### config.mk
export PLATFORM = sky130hd
export DESIGN_NAME = seven_seg_decoder
export DESIGN_NICKNAME = d
export VERILOG_FILES = /design/src/rtl/seg_pkg.sv /design/src/rtl/seg_lookup.sv /design/src/rtl/seven_seg_decoder.sv
export SDC_FILE = /design/constraint.sdc
export NUM_CORES = 1
export LEC_CHECK = 0
export CORE_AREA = 8 8 77 79
export CTS_CLUSTER_SIZE = 10
export DETAILED_ROUTE_END_ITERATION = 12
export DIE_AREA = 0 0 85 87
export GPL_TIMING_DRIVEN = 1
export HOLD_SLACK_MARGIN = 0.02
export PLACE_DENSITY_LB_ADDON = 0.1
export SETUP_SLACK_MARGIN = 0.4
export SLEW_MARGIN = 15
export SYNTH_ARGS = -nofsm -noshare
export SYNTH_HDL_FRONTEND = slang
export SYNTH_HIERARCHICAL = 1
export SYNTH_SLANG_ARGS = --single-unit
### constraint.sdc
create_clock -name clk -period 6.2 [get_ports clk]
set_input_delay 0.93 -clock clk [delete_from_list [all_inputs] [get_ports clk]]
set_output_delay 0.93 -clock clk [all_outputs]
set_load 0.01 [all_outputs]
### src/rtl/seg_pkg.sv
// seg_pkg: shared segment-pattern constants and state type for the seven-segment decoder
package seg_pkg;
  localparam int SEG_W = 7;
  localparam logic [SEG_W-1:0] SEG_0     = 7'b1000000;
  localparam logic [SEG_W-1:0] SEG_1     = 7'b1111001;
  localparam logic [SEG_W-1:0] SEG_2     = 7'b0100100;
  localparam logic [SEG_W-1:0] SEG_3     = 7'b0110000;
  localparam logic [SEG_W-1:0] SEG_4     = 7'b0011001;
  localparam logic [SEG_W-1:0] SEG_5     = 7'b0010010;
  localparam logic [SEG_W-1:0] SEG_6     = 7'b0000010;
  localparam logic [SEG_W-1:0] SEG_7     = 7'b1111000;
  localparam logic [SEG_W-1:0] SEG_8     = 7'b0000000;
  localparam logic [SEG_W-1:0] SEG_9     = 7'b0011000;
  localparam logic [SEG_W-1:0] SEG_BLANK = 7'h7F;
  typedef enum logic {SETTLE, STABLE} state_t;
endpackage

### src/rtl/seg_lookup.sv
// seg_lookup: maps an active-low gfedcba pattern back to its digit
module seg_lookup
  import seg_pkg::*;
(
  input  logic [SEG_W-1:0] pattern,
  output logic [3:0]       digit,
  output logic             hit,
  output logic             blank
);
  // table match; hit is cleared for anything that is not a legal digit
  always_comb begin
    digit = 4'd0;
    hit   = 1'b1;
    case (pattern)
      SEG_0:   digit = 4'd0;
      SEG_1:   digit = 4'd1;
      SEG_2:   digit = 4'd2;
      SEG_3:   digit = 4'd3;
      SEG_4:   digit = 4'd4;
      SEG_5:   digit = 4'd5;
      SEG_6:   digit = 4'd6;
      SEG_7:   digit = 4'd7;
      SEG_8:   digit = 4'd8;
      SEG_9:   digit = 4'd9;
      default: hit = 1'b0;
    endcase
  end
  assign blank = pattern == SEG_BLANK;
endmodule

### src/rtl/seven_seg_decoder.sv
// seven_seg_decoder: deglitches a segment bus and decodes each new stable pattern to a digit
module seven_seg_decoder
  import seg_pkg::*;
#(
  parameter int STABLE_CYCLES = 4,
  parameter int ERR_CNT_W     = 8
) (
  input  logic                 clk,
  input  logic                 rst,
  input  logic [SEG_W-1:0]     seg_in,
  output logic [3:0]           digit_out,
  output logic                 digit_valid,
  input  logic                 digit_ready,
  output logic                 err_pulse,
  output logic [ERR_CNT_W-1:0] err_count,
  output logic                 overrun,
  input  logic                 overrun_clr
);
  localparam logic [7:0] N = 8'(STABLE_CYCLES);
  logic [SEG_W-1:0] s_reg, last;
  logic [7:0]       cnt, cnt_nxt;
  state_t           state;
  logic [3:0]       lk_digit;
  logic             lk_hit, lk_blank, changed, accept, fresh, free, load, drop, bad;
  seg_lookup u_lookup (.pattern(seg_in), .digit(lk_digit), .hit(lk_hit), .blank(lk_blank));
  // acceptance happens once per run, on the edge the counter first reaches N
  always_comb begin
    changed = seg_in != s_reg;
    cnt_nxt = changed ? 8'd1 : (cnt == N) ? cnt : cnt + 8'd1;
    accept  = state == SETTLE && cnt_nxt == N;
    fresh   = accept && seg_in != last;
    free    = !digit_valid || digit_ready;
    load    = fresh && lk_hit && free;
    drop    = fresh && lk_hit && !free;
    bad     = fresh && !lk_hit && !lk_blank;
  end
  // sampler, FSM, output slot and error bookkeeping
  always_ff @(posedge clk or posedge rst) begin
    if (rst) begin
      s_reg       <= SEG_BLANK;
      cnt         <= 8'd0;
      state       <= SETTLE;
      last        <= SEG_BLANK;
      digit_out   <= 4'd0;
      digit_valid <= 1'b0;
      err_pulse   <= 1'b0;
      err_count   <= '0;
      overrun     <= 1'b0;
    end else begin
      s_reg       <= seg_in;
      cnt         <= cnt_nxt;
      state       <= accept ? STABLE : (state == STABLE && changed) ? SETTLE : state;
      last        <= fresh ? seg_in : last;
      digit_out   <= load ? lk_digit : digit_out;
      digit_valid <= load || (digit_valid && !digit_ready);
      err_pulse   <= bad;
      err_count   <= (bad && !(&err_count)) ? err_count + ERR_CNT_W'(1) : err_count;
      overrun     <= drop || (overrun && !overrun_clr);
    end
  end
endmodule

* Word-level counts from Yosys, hierarchy flattened *
Index checks and enable logic that the tools add are counted.

storage, ports and cells
  input bits = 11
  output and inout port bits = 15
  register bits after elaboration = 38
  word-level logic and storage cells = 57

cells by class
  add/sub/neg operators = 2
  equality and inequality tests = 14
  multiplexer cells = 6
  reduce and logical (&&, ||, !) cells = 25
  bitwise logic cells = 1

operators with widths
  cell                                                 count
  one-hot mux 4 bit (9 select lines)                   1
  equality test 7 bit, second input constant           4
  equality test 7 x 5 -> 1 bit, second input constant  3
  adder 8 x 1 -> 8 bit, second input constant          2
  equality test 8 x 3 -> 1 bit, second input constant  2
  two-way mux 8 bit                                    2
  equality test 7 x 6 -> 1 bit, second input constant  2
  != test 7 bit                                        2
  logical AND 1 bit                                    11
  OR reduction 10 bit                                  1
  AND reduction 8 bit                                  1
  equality test 7 x 2 -> 1 bit, second input constant  1
  logical NOT 1 bit                                    7
  logical NOT 7 bit                                    1
  logical OR 1 bit                                     3
  two-way mux 1 bit                                    3
  nonzero test 2 bit                                   1
  inverter 1 bit                                       1

* Depth between registers and ports, before layout *
  depth after elaboration = 9
  gate-level depth with buffers = 9
  gate-level depth less buffers = 8

* Hierarchy *
Netlist, hierarchy kept.

by module, submodules not included
  module             area an instance (um^2)  instances  cells each  seq. area each (um^2)
  seven_seg_decoder  1894.3                   1          152         968.4
  seg_lookup         270.3                    1          41          0.0

* Least setup slack after synthesis *
Ideal clock, no wire load.

  path type = input to register
  from = input seg_in[3]
  to = register err_count[1]
  arrival time = 2.650 ns
  stages = 8
  slack = 3.425 ns
  buffers on the path = 1
  library setup time = 0.125 ns
  cells stage by stage = buf_4 -> xnor2_2 -> o31a_2 -> o21ai_1 -> a221o_1 -> nor4b_4 -> nand2_4 -> mux2_4

RTL lines
  what                                               RTL line                 source
  start: declaration                                 seven_seg_decoder.sv:10  input logic [SEG_W-1:0] seg_in,
  equality test 7 bit, or another cell as far along  seg_lookup.sv:14         case (pattern)
  OR reduction 10 bit (no source line) *             --
  two-way mux 1 bit *                                seg_lookup.sv:14
  named net lk_hit                                   seven_seg_decoder.sv:24  logic lk_hit, lk_blank, changed, accept, fresh, free, load, drop, bad;
  logical NOT 1 bit *                                seven_seg_decoder.sv:35  bad = fresh && !lk_hit && !lk_blank;
  logical AND 1 bit * (2 in series)                  seven_seg_decoder.sv:35
  logical AND 1 bit *                                seven_seg_decoder.sv:57  err_count <= (bad && !(&err_count)) ? err_count + ERR_CNT_W'(1) : err_count;
  end signal: assignment                             seven_seg_decoder.sv:57
  end: declaration                                   seven_seg_decoder.sv:15  output logic [ERR_CNT_W-1:0] err_count,

Mark *: on every way through the listed nets, which the timed path passes. The rest lies on a longest branch.
A chain may end at the register's enable or synchronous reset.

* Worst setup path after layout *
  from = input seg_in[6]
  to = register last[2]

between the ends
  longest elaborated chain between the ends = 5

ends and longest elaborated chain
  what                          RTL line                 source
  != test 7 bit                 seven_seg_decoder.sv:28  changed = seg_in != s_reg;
  two-way mux 8 bit             seven_seg_decoder.sv:29  cnt_nxt = changed ? 8'd1 : (cnt == N) ? cnt : cnt + 8'd1;
  equality test 8 x 3 -> 1 bit  seven_seg_decoder.sv:30  accept = state == SETTLE && cnt_nxt == N;
  logical AND 1 bit             seven_seg_decoder.sv:30
  logical AND 1 bit *           seven_seg_decoder.sv:31  fresh = accept && seg_in != last;
  end signal: assignment        seven_seg_decoder.sv:53  last <= fresh ? seg_in : last;
  end: declaration              seven_seg_decoder.sv:20  logic [SEG_W-1:0] s_reg, last;

Every way passes the cells marked *; elsewhere a longest branch is shown, timed or not.

==> results summary <==
The flow ran to the end, and the final reports show no timing, DRC or antenna violations. The initial core utilization came out at 0.447. Setup repair after global routing left no endpoint under its margin. The die covers 7400 um2. Along the worst hold path, the cell count comes to 1. The count of distinct cell types in the synthesized netlist is 49. The repair_antennas step left the layout with diodes totalling 0. The number of ports placed on the die boundary is 26. The clock transition time at the flip-flop clock pins of the worst setup and hold paths is 70 ps. The average instance area after synthesis is 11.2 um2. The final layout contains routed wiring with a total length of 4440 um. The via count normalized by instance count came out at 5.43. The cell chosen for the clock root is clkbuf_8. In this run the critical register-to-register path is launched from cnt[1].

The path type of the worst min-delay path is reg -> reg. The path depth of the worst reg2reg path came out at 7. The maximum ir drop on the vdd rail is 0.151 mV.

The number of violations of the max-capacitance limit is 0. The synthesized design contains 0 enable-type register cells. Timing would allow up to 266 MHz.

The area overhead of the layout relative to synthesis came out at 18.0%. The final route contains 1,488 vias. The library cells used most frequently in the layout, excluding fill and tap cells, are clkdlybuf4s50_1 (25), dfrtp_1 (24), xor2_1 (16).

The post-synthesis cell count came out at 193. The count of hold buffers inserted by post-cts repair came out at 0. The beginning of the critical path is seg_in[6]. The hold violation total from the final report came out at 0. The setup slack after placement came out at 2120 ps. The quantity of gates resized following cts is 0. The initial DRC count is 79.

The final weighted congestion in routability-driven placement is 0.816. The max-slew headroom at the worst pin is 0.399. In this run the post-CTS setup repair buffer count came out at 0. The part of the total power dissipated in combinational logic came out at 0.070. In the final layout, the registers with the most flip-flops are cnt (8), err_count (8).

Among all flip-flop cells after synthesis, the most frequent one is dfrtp_1. TritonCTS built the clock tree. The die height is 87 um. The share of the cycle needed by the critical path after routing came out at 0.606.

The detail route stage leaves a number of antenna-violating nets equal to 0. Of the synthesized area, sequential elements account for 0.447. After synthesis the netlist holds a flip-flop and latch count of 38. The final max-slew violation count is 0. The sink count of the clock tree came out at 38.

The share of power burned in registers is 0.462. The number of warnings printed during yosys synthesis came out at 6. The top fanout value on the critical path came out at 13.

The clock insertion delay at the later pin of the skew report came out at 290 ps. Leaving out fill and tap cells, the most frequent cell in the layout is clkdlybuf4s50_1. The power dissipated by switching net loads is 110 uW. Summed over all cells, the static leakage comes to 1.10 nW. Entering global routing, the biggest net connects 39 pins. The total congestion overflow after global routing came out at 0. The startpoint of the lowest-slack hold path is err_count[5]. Counting along the longest clock path gives a buffer depth of 2. The initial antenna violation count is 0.

The worst hold path terminates at err_count[5]. The combined area of all synthesized cells is 2160 um2. The number of setup violations in the final report is 0. The share of flip-flops with an asynchronous set or reset came out at 1.00. The worst clock skew came out at 7.12 ps. The H-tree was split into 2 levels. The endpoint identified for the worst register-to-register timing path is last[2].

The clock buffer count from CTS is 5. In this run the core area contains 26 standard-cell rows. The proportion of layout cells with a drive suffix above 1 came out at 0.183.

For the finished layout, the period the worst path requires is 3760 ps. The arrival time of data at the critical path endpoint came out at 3970 ps. The switching fraction of total power came out at 0.200. The worst hold margin is 494 ps. The critical path is of the in -> reg type.

After detailed routing, the number of remaining DRC violations is 0. The floorplan core area came out at 4850 um2. The placed wire-length estimate came out at 3260 um. STA puts the critical path data required time at 6410 ps. The die outline width is 85 um. The design internal power is 440 uW. The share of total power in the clock network came out at 0.468. The post-layout worst setup margin came out at 2440 ps. The number of optimization iterations in the first detailed-route pass is 4. The first global-routing pass estimated 7510 um of wire.

Power spread over the standard cell area amounts to 215 nW/um2. The overall global routing resource usage came out at 0.127. The type of origin of the critical path is a primary input. The via count of the first global-routing pass came out at 1,559. The measured slew at the worst slew-check pin is 894 ps. The count of buffers added on input and output ports is 25. For flop-to-flop paths, the worst setup slack is 3130 ps. The final routed wire length divided by cell count is 16.2 um.

Setup total negative slack on the finished layout was measured at 0 ps. The net total in the final layout came out at 231. The synthesized net count came out at 207. The worst setup path is captured at a flop.
critical path, stage by stage:
cell and delay, ps:
clkdlybuf4s50_1 630, xor2_1 240, nor4_1 360, nand2_1 190, a2111oi_4 650, nor2b_1 570, mux2_1 390
final cells by class:
| cell class | instances | area, um2 |
|---|---|---|
| Multi-Input combinational cell | 142 | 1100 |
| Timing Repair Buffer | 26 | 258 |
| Clock inverter | 2 | 60.1 |
| Tap cell | 56 | 70.1 |
| Fill cell | 426 | 2290 |
| Sequential cell | 38 | 968 |
| Clock buffer | 6 | 82.6 |
| Inverter | 4 | 15.0 |
Yosys cell counts, drive strengths merged (2+ instances only):
cell,n,area [um2]
xor2,16,140
mux2,12,139
dfstp,14,368
nor2b,4,25.0
a21oi,5,25.0
o31ai,3,32.5
a21o,2,15.0
nand4,7,43.8
and3,5,31.3
nor4,4,25.0
and2,3,18.8
nor3,6,35.0
buf,9,81.3
nand3,10,50.1
o21ai,3,15.0
dfrtp,24,601
xnor2,16,148
ha,3,37.5
or3,3,25.0
nand2b,2,12.5
nor2,15,56.3
nand2,8,45.0
inv,4,15.0
logic make-up (layout without fill, tap and decap cells):
family                     after synthesis  after routing  share of synthesized area
and+or+nand+nor                         73             73                      0.205
AOI/OAI and AO/OA                       21             21                     0.0844
adders and majority gates                3              3                     0.0173
DFF                                     38             38                      0.447
buffers and inverters                   13             38                     0.0445
xor gates and xnor gates                32             32                      0.133
muxes                                   13             13                     0.0688
power groups by stage:
stage          clock network, mW  registers, mW  logic, mW
3_5_place_dp                   0          0.258     0.0389
5_1_grt                    0.279          0.254     0.0428
4_1_cts                    0.264          0.254     0.0391
3_3_place_gp                   0          0.258     0.0380
6_report                   0.257          0.254     0.0387
2_1_floorplan                  0          0.258     0.0247
metrics by stage:
stage / power (mW) / cells / instance area, um2 / util
finish: 0.550 / 274 / 2550 / 0.527
global route: 0.576 / 274 / 2550 / 0.527
global placement: 0.296 / 266 / 2410 / 0.497
CTS: 0.556 / 274 / 2550 / 0.527
detailed placement: 0.297 / 266 / 2410 / 0.497
floorplan: 0.283 / 193 / 2160 / -
worst max-delay path by stage:
stage / to / slack, ps / cells past startpoint
after CTS: last[2] / 2420 / 7
after floorplan: err_count[1] / 3420 / 8
after global routing: last[0] / 2180 / 7
after detailed placement: last[2] / 2120 / 7
final: last[2] / 2440 / 7
after global placement: last[4] / 2250 / 7
layer usage:
metal,global-route usage,wire length (um),vias to the layer above,share of wire
met5,0,0,-,0
met4,0.0485,72,0,0.016
met3,0.0302,136,7,0.031
met2,0.210,2180,29,0.49
met1,0.158,2050,728,0.46
li1,-,-,724,-
No activity file was read; power rests on OpenSTA's default activity.
